File: src/rtl/change_dispenser.sv
// Coin-output end of the vending machine change path: greedy payout through a
// hopper with eject/ack handshake, per-denomination inventory and fault flags.
module change_dispenser #(
    parameter int WIDTH        = 16,
    parameter int CNT_W        = 8,
    parameter int DOLLAR_INIT  = 20,
    parameter int QUARTER_INIT = 40,
    parameter int DIME_INIT    = 40,
    parameter int NICKEL_INIT  = 40,
    parameter int ACK_TIMEOUT  = 16
) (
    input  logic             clk,
    input  logic             reset,
    input  logic [WIDTH-1:0] change_in,
    input  logic             change_valid,
    input  logic             hopper_ack,
    input  logic             refill_valid,
    input  logic [1:0]       refill_type,
    input  logic [CNT_W-1:0] refill_count,
    output logic             busy,
    output logic             coin_eject,
    output logic [1:0]       coin_type,
    output logic [WIDTH-1:0] remaining,
    output logic             done,
    output logic             short_change,
    output logic             jam,
    output logic [CNT_W-1:0] inv_dollar,
    output logic [CNT_W-1:0] inv_quarter,
    output logic [CNT_W-1:0] inv_dime,
    output logic [CNT_W-1:0] inv_nickel
);

    localparam int TW = $clog2(ACK_TIMEOUT + 1);

    typedef enum logic [2:0] {
        IDLE,
        SELECT,
        EJECT,
        WAIT_ACK,
        DONE
    } state_t;

    state_t           state_q;
    logic [WIDTH-1:0] remaining_q;
    logic [1:0]       coinType_q;
    logic             coinEject_q;
    logic             done_q;
    logic             short_q;
    logic             jam_q;
    logic [TW-1:0]    timer_q;
    logic [CNT_W-1:0] inv_q [4];
    logic [CNT_W-1:0] inv_d [4];
    logic [CNT_W:0]   sum_d [4];

    logic             found;
    logic [1:0]       pick;
    logic             ackTake;

    function automatic logic [WIDTH-1:0] coinValue(input logic [1:0] t);
        case (t)
            2'd0:    coinValue = WIDTH'(100);
            2'd1:    coinValue = WIDTH'(25);
            2'd2:    coinValue = WIDTH'(10);
            default: coinValue = WIDTH'(5);
        endcase
    endfunction

    assign ackTake = (state_q == WAIT_ACK) && hopper_ack;

    // Largest coin that fits the amount owed and is still in stock.
    always_comb begin
        found = 1'b0;
        pick  = 2'd0;
        if (remaining_q >= WIDTH'(100) && inv_q[0] != '0) begin
            found = 1'b1;
            pick  = 2'd0;
        end else if (remaining_q >= WIDTH'(25) && inv_q[1] != '0) begin
            found = 1'b1;
            pick  = 2'd1;
        end else if (remaining_q >= WIDTH'(10) && inv_q[2] != '0) begin
            found = 1'b1;
            pick  = 2'd2;
        end else if (remaining_q >= WIDTH'(5) && inv_q[3] != '0) begin
            found = 1'b1;
            pick  = 2'd3;
        end
    end

    // A taken coin always had stock > 0, so the sum never goes below zero.
    always_comb begin
        for (int k = 0; k < 4; k++) begin
            sum_d[k] = {1'b0, inv_q[k]};
            if (refill_valid && refill_type == 2'(k))
                sum_d[k] = sum_d[k] + {1'b0, refill_count};
            if (ackTake && coinType_q == 2'(k))
                sum_d[k] = sum_d[k] - (CNT_W+1)'(1);
            inv_d[k] = sum_d[k][CNT_W] ? {CNT_W{1'b1}} : sum_d[k][CNT_W-1:0];
        end
    end

    always_ff @(posedge clk or negedge reset) begin
        if (!reset) begin
            inv_q[0] <= CNT_W'(DOLLAR_INIT);
            inv_q[1] <= CNT_W'(QUARTER_INIT);
            inv_q[2] <= CNT_W'(DIME_INIT);
            inv_q[3] <= CNT_W'(NICKEL_INIT);
        end else begin
            for (int k = 0; k < 4; k++)
                inv_q[k] <= inv_d[k];
        end
    end

    always_ff @(posedge clk or negedge reset) begin
        if (!reset) begin
            state_q     <= IDLE;
            remaining_q <= '0;
            coinType_q  <= 2'd0;
            coinEject_q <= 1'b0;
            done_q      <= 1'b0;
            short_q     <= 1'b0;
            jam_q       <= 1'b0;
            timer_q     <= '0;
        end else begin
            coinEject_q <= 1'b0;
            done_q      <= 1'b0;
            case (state_q)
                IDLE: begin
                    if (change_valid) begin
                        remaining_q <= change_in;
                        short_q     <= 1'b0;
                        jam_q       <= 1'b0;
                        if (change_in == '0) begin
                            done_q  <= 1'b1;
                            state_q <= DONE;
                        end else begin
                            state_q <= SELECT;
                        end
                    end
                end
                SELECT: begin
                    if (found) begin
                        coinType_q  <= pick;
                        coinEject_q <= 1'b1;
                        state_q     <= EJECT;
                    end else begin
                        short_q <= (remaining_q != '0);
                        done_q  <= 1'b1;
                        state_q <= DONE;
                    end
                end
                EJECT: begin
                    timer_q <= '0;
                    state_q <= WAIT_ACK;
                end
                WAIT_ACK: begin
                    if (hopper_ack) begin
                        remaining_q <= remaining_q - coinValue(coinType_q);
                        if (remaining_q == coinValue(coinType_q)) begin
                            done_q  <= 1'b1;
                            state_q <= DONE;
                        end else begin
                            state_q <= SELECT;
                        end
                    end else if (timer_q == TW'(ACK_TIMEOUT - 1)) begin
                        jam_q   <= 1'b1;
                        short_q <= 1'b1;
                        done_q  <= 1'b1;
                        state_q <= DONE;
                    end else begin
                        timer_q <= timer_q + TW'(1);
                    end
                end
                DONE: begin
                    state_q <= IDLE;
                end
                default: begin
                    state_q <= IDLE;
                end
            endcase
        end
    end

    assign busy         = (state_q != IDLE);
    assign coin_eject   = coinEject_q;
    assign coin_type    = coinType_q;
    assign remaining    = remaining_q;
    assign done         = done_q;
    assign short_change = short_q;
    assign jam          = jam_q;
    assign inv_dollar   = inv_q[0];
    assign inv_quarter  = inv_q[1];
    assign inv_dime     = inv_q[2];
    assign inv_nickel   = inv_q[3];

endmodule

File: config.mk
export PLATFORM = sky130hd
export DESIGN_NAME = change_dispenser
export DESIGN_NICKNAME = d
export VERILOG_FILES = /design/src/rtl/change_dispenser.sv
export SDC_FILE = /design/constraint.sdc
export NUM_CORES = 1
export LEC_CHECK = 0
export CORE_MARGIN = 3
export CORE_UTILIZATION = 59
export DETAILED_ROUTE_END_ITERATION = 6
export DONT_BUFFER_PORTS = 1
export HOLD_SLACK_MARGIN = 0.12
export PLACE_DENSITY = 0.83
export REMOVE_ABC_BUFFERS = 1
export SYNTH_ARGS = -nofsm -noshare
export SYNTH_HDL_FRONTEND = slang
export SYNTH_SLANG_ARGS = --single-unit
File: constraint.sdc
create_clock -name clk -period 3 [get_ports clk]
set_input_delay 0.9 -clock clk [delete_from_list [all_inputs] [get_ports clk]]
set_output_delay 0.9 -clock clk [all_outputs]
set_load 0.02 [all_outputs]
# Word-level counts from Yosys, hierarchy flattened
# Cells that the tools add are included.
op_classes:
  n_addsub: 10
  magnitude_cmp: 4
  eq_ne: 18
  n_mux: 51
  n_reduce_logical: 32
ops:
  columns: ["op", "n"]
  rows:
  - ["$mux W9", 8]
  - ["$mux W16", 4]
  - ["$add A8 B8 Y9", 4]
  - ["$sub A9 B1 Y9 const B", 4]
  - ["$mux W8", 4]
  - ["$pmux W16 S2", 1]
  - ["$reduce_bool A8 Y1", 4]
  - ["$pmux W7 S3", 1]
  - ["$mux W3", 6]
  - ["$eq A16 B16 Y1", 1]
  - ["$ge A16 B3 Y1 const B", 1]
  - ["$ge A16 B4 Y1 const B", 1]
  - ["$ge A16 B5 Y1 const B", 1]
  - ["$ge A16 B7 Y1 const B", 1]
  - ["$logic_not A16 Y1", 1]
  - ["$mux W1", 16]
  - ["$reduce_bool A16 Y1", 1]
  - ["$sub A16 B16 Y16", 1]
  - ["$logic_and A1 B1 Y1", 13]
  - ["$pmux W3 S4", 1]
  - ["$mux W5", 2]
  - ["$ne A2 B2 Y1 const B", 5]
  - ["$pmux W5 S2", 1]
  - ["$eq A2 B2 Y1 const B", 4]
  - ["other kinds (18)", 29]
word_totals:
  register_bits: 62
  in_bits: 31
  out_inout_bits: 55
  wordCells: 127

# Longest topological paths before layout
logic_depth:
  depth_word: 8
  mapped_depth: 11
  mapped_depth_nobuf: 11

# Worst setup path before layout
# Ideal clock, no wire load.
synth_timing:
  kind: "input port to flip-flop"
  from: "input refill_count[0]"
  to: "register inv_q, in the netlist inv_quarter[2]"
  setup_ns: 0.131
  arrival_time_ns: 3.303
  required_ns: 2.869
  setup_slack_ns: -0.435
  path_stages: 9
  n_path_buf: 0
  path_cell_list: "ha_1 > fa_1 > a211oi_2 > o21bai_1 > a2111oi_2 > nor3_2 > nor4_2 > xor2_1 > or3b_1"
synth_rtl:
  columns: ["element", "line_no", "source"]
  rows:
  - ["start: declaration", "19", "input logic [CNT_W-1:0] refill_count,"]
  - ["end signal: indexed assignment", "109", "inv_q[k] <= inv_d[k];"]
  - ["end: declaration", "51", "logic [CNT_W-1:0] inv_q [4];"]

==> results.sh <==
export IMPL_ios=86
export IMPL_n_antenna_cell=0
export IMPL_drtAntennaViolNets=0
export IMPL_pwr_share_seq_pct=24.4
export IMPL_crit_type="input port to flip-flop"
export IMPL_num_vias=6188
export IMPL_relSlewSlack_pct=46.89
export IMPL_portBuffers=0
export IMPL_synth_xor_area_share_pct=4.996
export IMPL_vias_per_cell=6.675
export IMPL_gp_congestion=0.9316
export IMPL_syn2layout_area_growth_pct=19.54
export IMPL_r2r_start="inv_quarter[1]"
export IMPL_nFillCells=741
export IMPL_min_path_type="input port to async pin"
export IMPL_fin_crit_ns=2.977
export IMPL_dp_cells=907
export IMPL_synthCells=700
export IMPL_path_clk_slew_ns=0.08
export IMPL_crit_chain="ha_4, fa_2, a211oi_4, o21bai_1, a2111oi_2, nor3_2, nor4_4, xor2_1, or3b_1"
export IMPL_synth_adder_area_share_pct=12.59
export IMPL_synth_cell_type_count=82
export IMPL_required_ns=3.23
export IMPL_start_util_pct=60.70
export IMPL_fin_area_mm2=0.007126
export IMPL_cpMaxStageDelayCell="a2111oi_2"
export IMPL_drv_slew=0
export IMPL_status="complete, no violations"
export IMPL_start_kind="input port"
export IMPL_ys_flop_type="dfrtp_1"
export IMPL_max_freq_mhz=335.9
export IMPL_h_tree_depth=3
export IMPL_grt_pass1_wl_um=29160
export IMPL_tightestPinTransition_ns=0.7947
export IMPL_grt_max_degree=63
export IMPL_fin_worst_skew_ns=0.01072
export IMPL_finalHoldViolCount=0
export IMPL_ys_seq_area_share_pct=26.20
export IMPL_drcViolationCount=0
export IMPL_r2r_cells=9
export IMPL_comb_power_share_pct=65.0
export IMPL_synth_area_per_cell_um2=8.515
export IMPL_p_clk_share_pct=10.6
export IMPL_antenna_found_initial=0
export IMPL_ys_async_sr_fraction_pct=100.0
export IMPL_grt_setup_unrepaired="yes"
export IMPL_grtUsageTotal_pct=31.54
export IMPL_cts_tree="done"
export IMPL_clk_latency_ns=0.35
export IMPL_core_area_mm2=0.009819
export IMPL_timing_final_crit_share_pct=99.23
export IMPL_finalWirelength_um=18290
export IMPL_worst_r2r_endpoint="inv_quarter[2]"
export IMPL_power_switching_mw=4.165
export IMPL_dr_pass1_iters=5
export IMPL_clockBufferDepth=2
export IMPL_synth_edff_count=0
export IMPL_nNetsFinal=877
export IMPL_cts_hold_buf=0
export IMPL_drt_iter0_drc=633
export IMPL_layout_drive_gt1_share_pct=20.65
export IMPL_numCtsBuffers=9
export IMPL_fin_setup_tns_ns=0
export IMPL_numClockSinks=62
export IMPL_yosysWarnings=0
export IMPL_wl_per_cell_um=19.73
export IMPL_crit_arrival_ns=3.20
export IMPL_leakagePower_nw=3.066
export IMPL_dp_hpwl_um=13510
export IMPL_row_count=36
export IMPL_switching_share_pct=49.75
export IMPL_multi_input_area_mm2=0.004278
export IMPL_cp_max_fo=4
export IMPL_grt_pass1_vias=6187
export IMPL_regArea_mm2=0.001562
export IMPL_peakVddDrop_v=0.0007322
export IMPL_cp_end_kind="flip-flop"
export IMPL_dieWidth_um=106.5
export IMPL_slowest_delay_ns=0.45
export IMPL_final_core_util_pct=72.57
export IMPL_grt_overflow_total=0
export IMPL_final_cells=927
export IMPL_power_density_mw_per_mm2=1175
export IMPL_p_int_mw=4.207
export IMPL_syn_area_mm2=0.005961
export IMPL_synth_top_family_by_area="simple AND/OR/NAND/NOR gates"
export IMPL_die_h_um=106.5
export IMPL_ys_ff_latch=62
export IMPL_reg2reg_slack_ns=0.11
export IMPL_synth_compound_area_share_pct=22.57
export IMPL_max_cap_viol_count=0
export IMPL_cts_root_buf="clkbuf_8"
export IMPL_setup_violations=0
export IMPL_synth_simple_area_share_pct=24.96
export IMPL_die_area_mm2=0.01135
export IMPL_placed_cell_area_mm2=0.006748
export IMPL_yosys_mux_area_fraction_pct=4.744
worst max-delay path by stage:
stage	start	endpoint	slack (ns)	cells past startpoint
6_report	refill_count[0]	inv_quarter[2]	0.02	9
5_1_grt	refill_count[0]	inv_quarter[2]	-0.13	9
4_1_cts	refill_count[0]	inv_quarter[2]	0.004	9
3_5_place_dp	refill_count[0]	inv_quarter[2]	-0.42	9
3_3_place_gp	refill_count[0]	inv_quarter[2]	-0.34	9
2_1_floorplan	refill_count[0]	inv_quarter[2]	-0.43	9
routing by layer:
metal | wire length, µm | track usage [%] | part of all wire (%)
met4 | 735 | 14.06 | 4.0
met2 | 8989 | 55.79 | 49
met5 | 0 | 0 | 0
met3 | 1810 | 7.347 | 9.9
met1 | 6753 | 36.17 | 37
synth_stat cells (3+ instances only):
master	instances	share of area, %
a2111oi_0	4	0.59
a211oi_1	14	1.8
a21o_1	9	1.1
a21oi_1	46	3.9
a22o_1	5	0.73
a22oi_1	3	0.38
a2bb2oi_1	3	0.44
a31oi_1	5	0.52
and2_1	7	0.73
and3_1	12	1.3
and4_1	5	0.73
and4b_1	5	0.84
buf_6	4	0.76
clkbuf_1	19	1.2
dfrtp_1	54	23
dfstp_2	8	3.5
fa_1	5	1.7
ha_1	52	11
inv_1	26	1.6
mux2_2	8	1.5
mux2i_1	17	2.9
nand2_1	72	4.5
nand2b_1	8	0.84
nand3_1	22	1.8
nand3b_1	3	0.38
nand4_1	9	0.94
nor2_1	37	2.3
nor2b_1	5	0.52
nor3_1	22	1.8
nor3b_1	5	0.63
nor4_1	19	2.0
o211a_1	3	0.50
o211ai_1	11	1.4
o21a_1	4	0.50
o21ai_0	36	3.0
o21ai_1	7	0.59
o22ai_1	4	0.42
o311ai_0	3	0.44
o31ai_1	10	1.3
or3_1	10	1.0
or3b_1	3	0.44
or4_1	12	1.5
xnor2_1	19	2.8
xor2_1	15	2.2
area by class of cell:
cell class | instances | share of cell area [%]
Multi-Input combinational cell | 585 | 60.04
Sequential cell | 62 | 21.91
Timing Repair Buffer | 105 | 11.06
Clock buffer | 13 | 2.371
Tap cell | 133 | 2.335
Inverter | 26 | 1.370
Clock inverter | 3 | 0.9131
power by group through the flow:
| stage | combinational, mW | clock (mW) | sequential [mW] |
|---|---|---|---|
| 2_1_floorplan | 3.16 | 0 | 2.15 |
| 3_3_place_gp | 4.81 | 0 | 2.01 |
| 3_5_place_dp | 5.09 | 0 | 2.04 |
| 4_1_cts | 5.16 | 0.888 | 2.02 |
| 5_1_grt | 5.96 | 0.924 | 2.11 |
| 6_report | 5.44 | 0.885 | 2.05 |
state kept, by name, indices dropped and copies added, names as in the netlist:
register	flops
inv_nickel	8
done	1
inv_dime	8
jam	1
coin_type	2
state_q	3
timer_q	5
inv_dollar	8
coin_eject	1
short_change	1
inv_quarter	8
remaining	16
through the flow:
stage	power (mW)	hold slack, ns	setup slack, ns
global placement	6.820	0.5055	-0.3400
global route	8.988	0.2281	-0.1271
floorplan	5.308	0.4853	-0.4347
detailed placement	7.124	0.5165	-0.4167
finish	8.372	0.2387	0.02300
CTS	8.073	0.2341	0.004061
critical path, delay by kind of cell:
kind,cells,cell delay (ns)
adder cells (fa/ha/maj),2,0.58
AND/OR/NAND/NOR,3,0.67
XOR/XNOR,1,0.23
AO/OA/AOI/OAI,3,0.83
layout by cell type (no fill, tap or decap), types with 10 or more instances in the layout:
cell and n:
a211oi_1 11, or3_1 10, or4_1 12, nand2_1 72, nor3_1 21, buf_4 105
a21oi_1 46, dfrtp_1 54, ha_1 51, nand3_1 22, nor4_1 18, o21ai_0 36
mux2i_1 15, xor2_1 15, and3_1 12, o211ai_1 11, xnor2_1 19, nor2_1 36
inv_1 26, clkbuf_8 12
what timing repair did:
item,4_1_cts,5_1_grt
hold endpoints to repair,0,0
pin swaps,3,8
buffers inserted,1,3
resized for setup,1,19
setup endpoints to repair,1,18
cloned,0,0
logic make-up after synthesis:
family          count (synthesis)
mux                            26
flops                          62
fa+ha+maj                      57
xor+xnor                       34
buf+inv                        53
simple gates                  272
compound gates                196
Power figures use the tool's default switching activity.
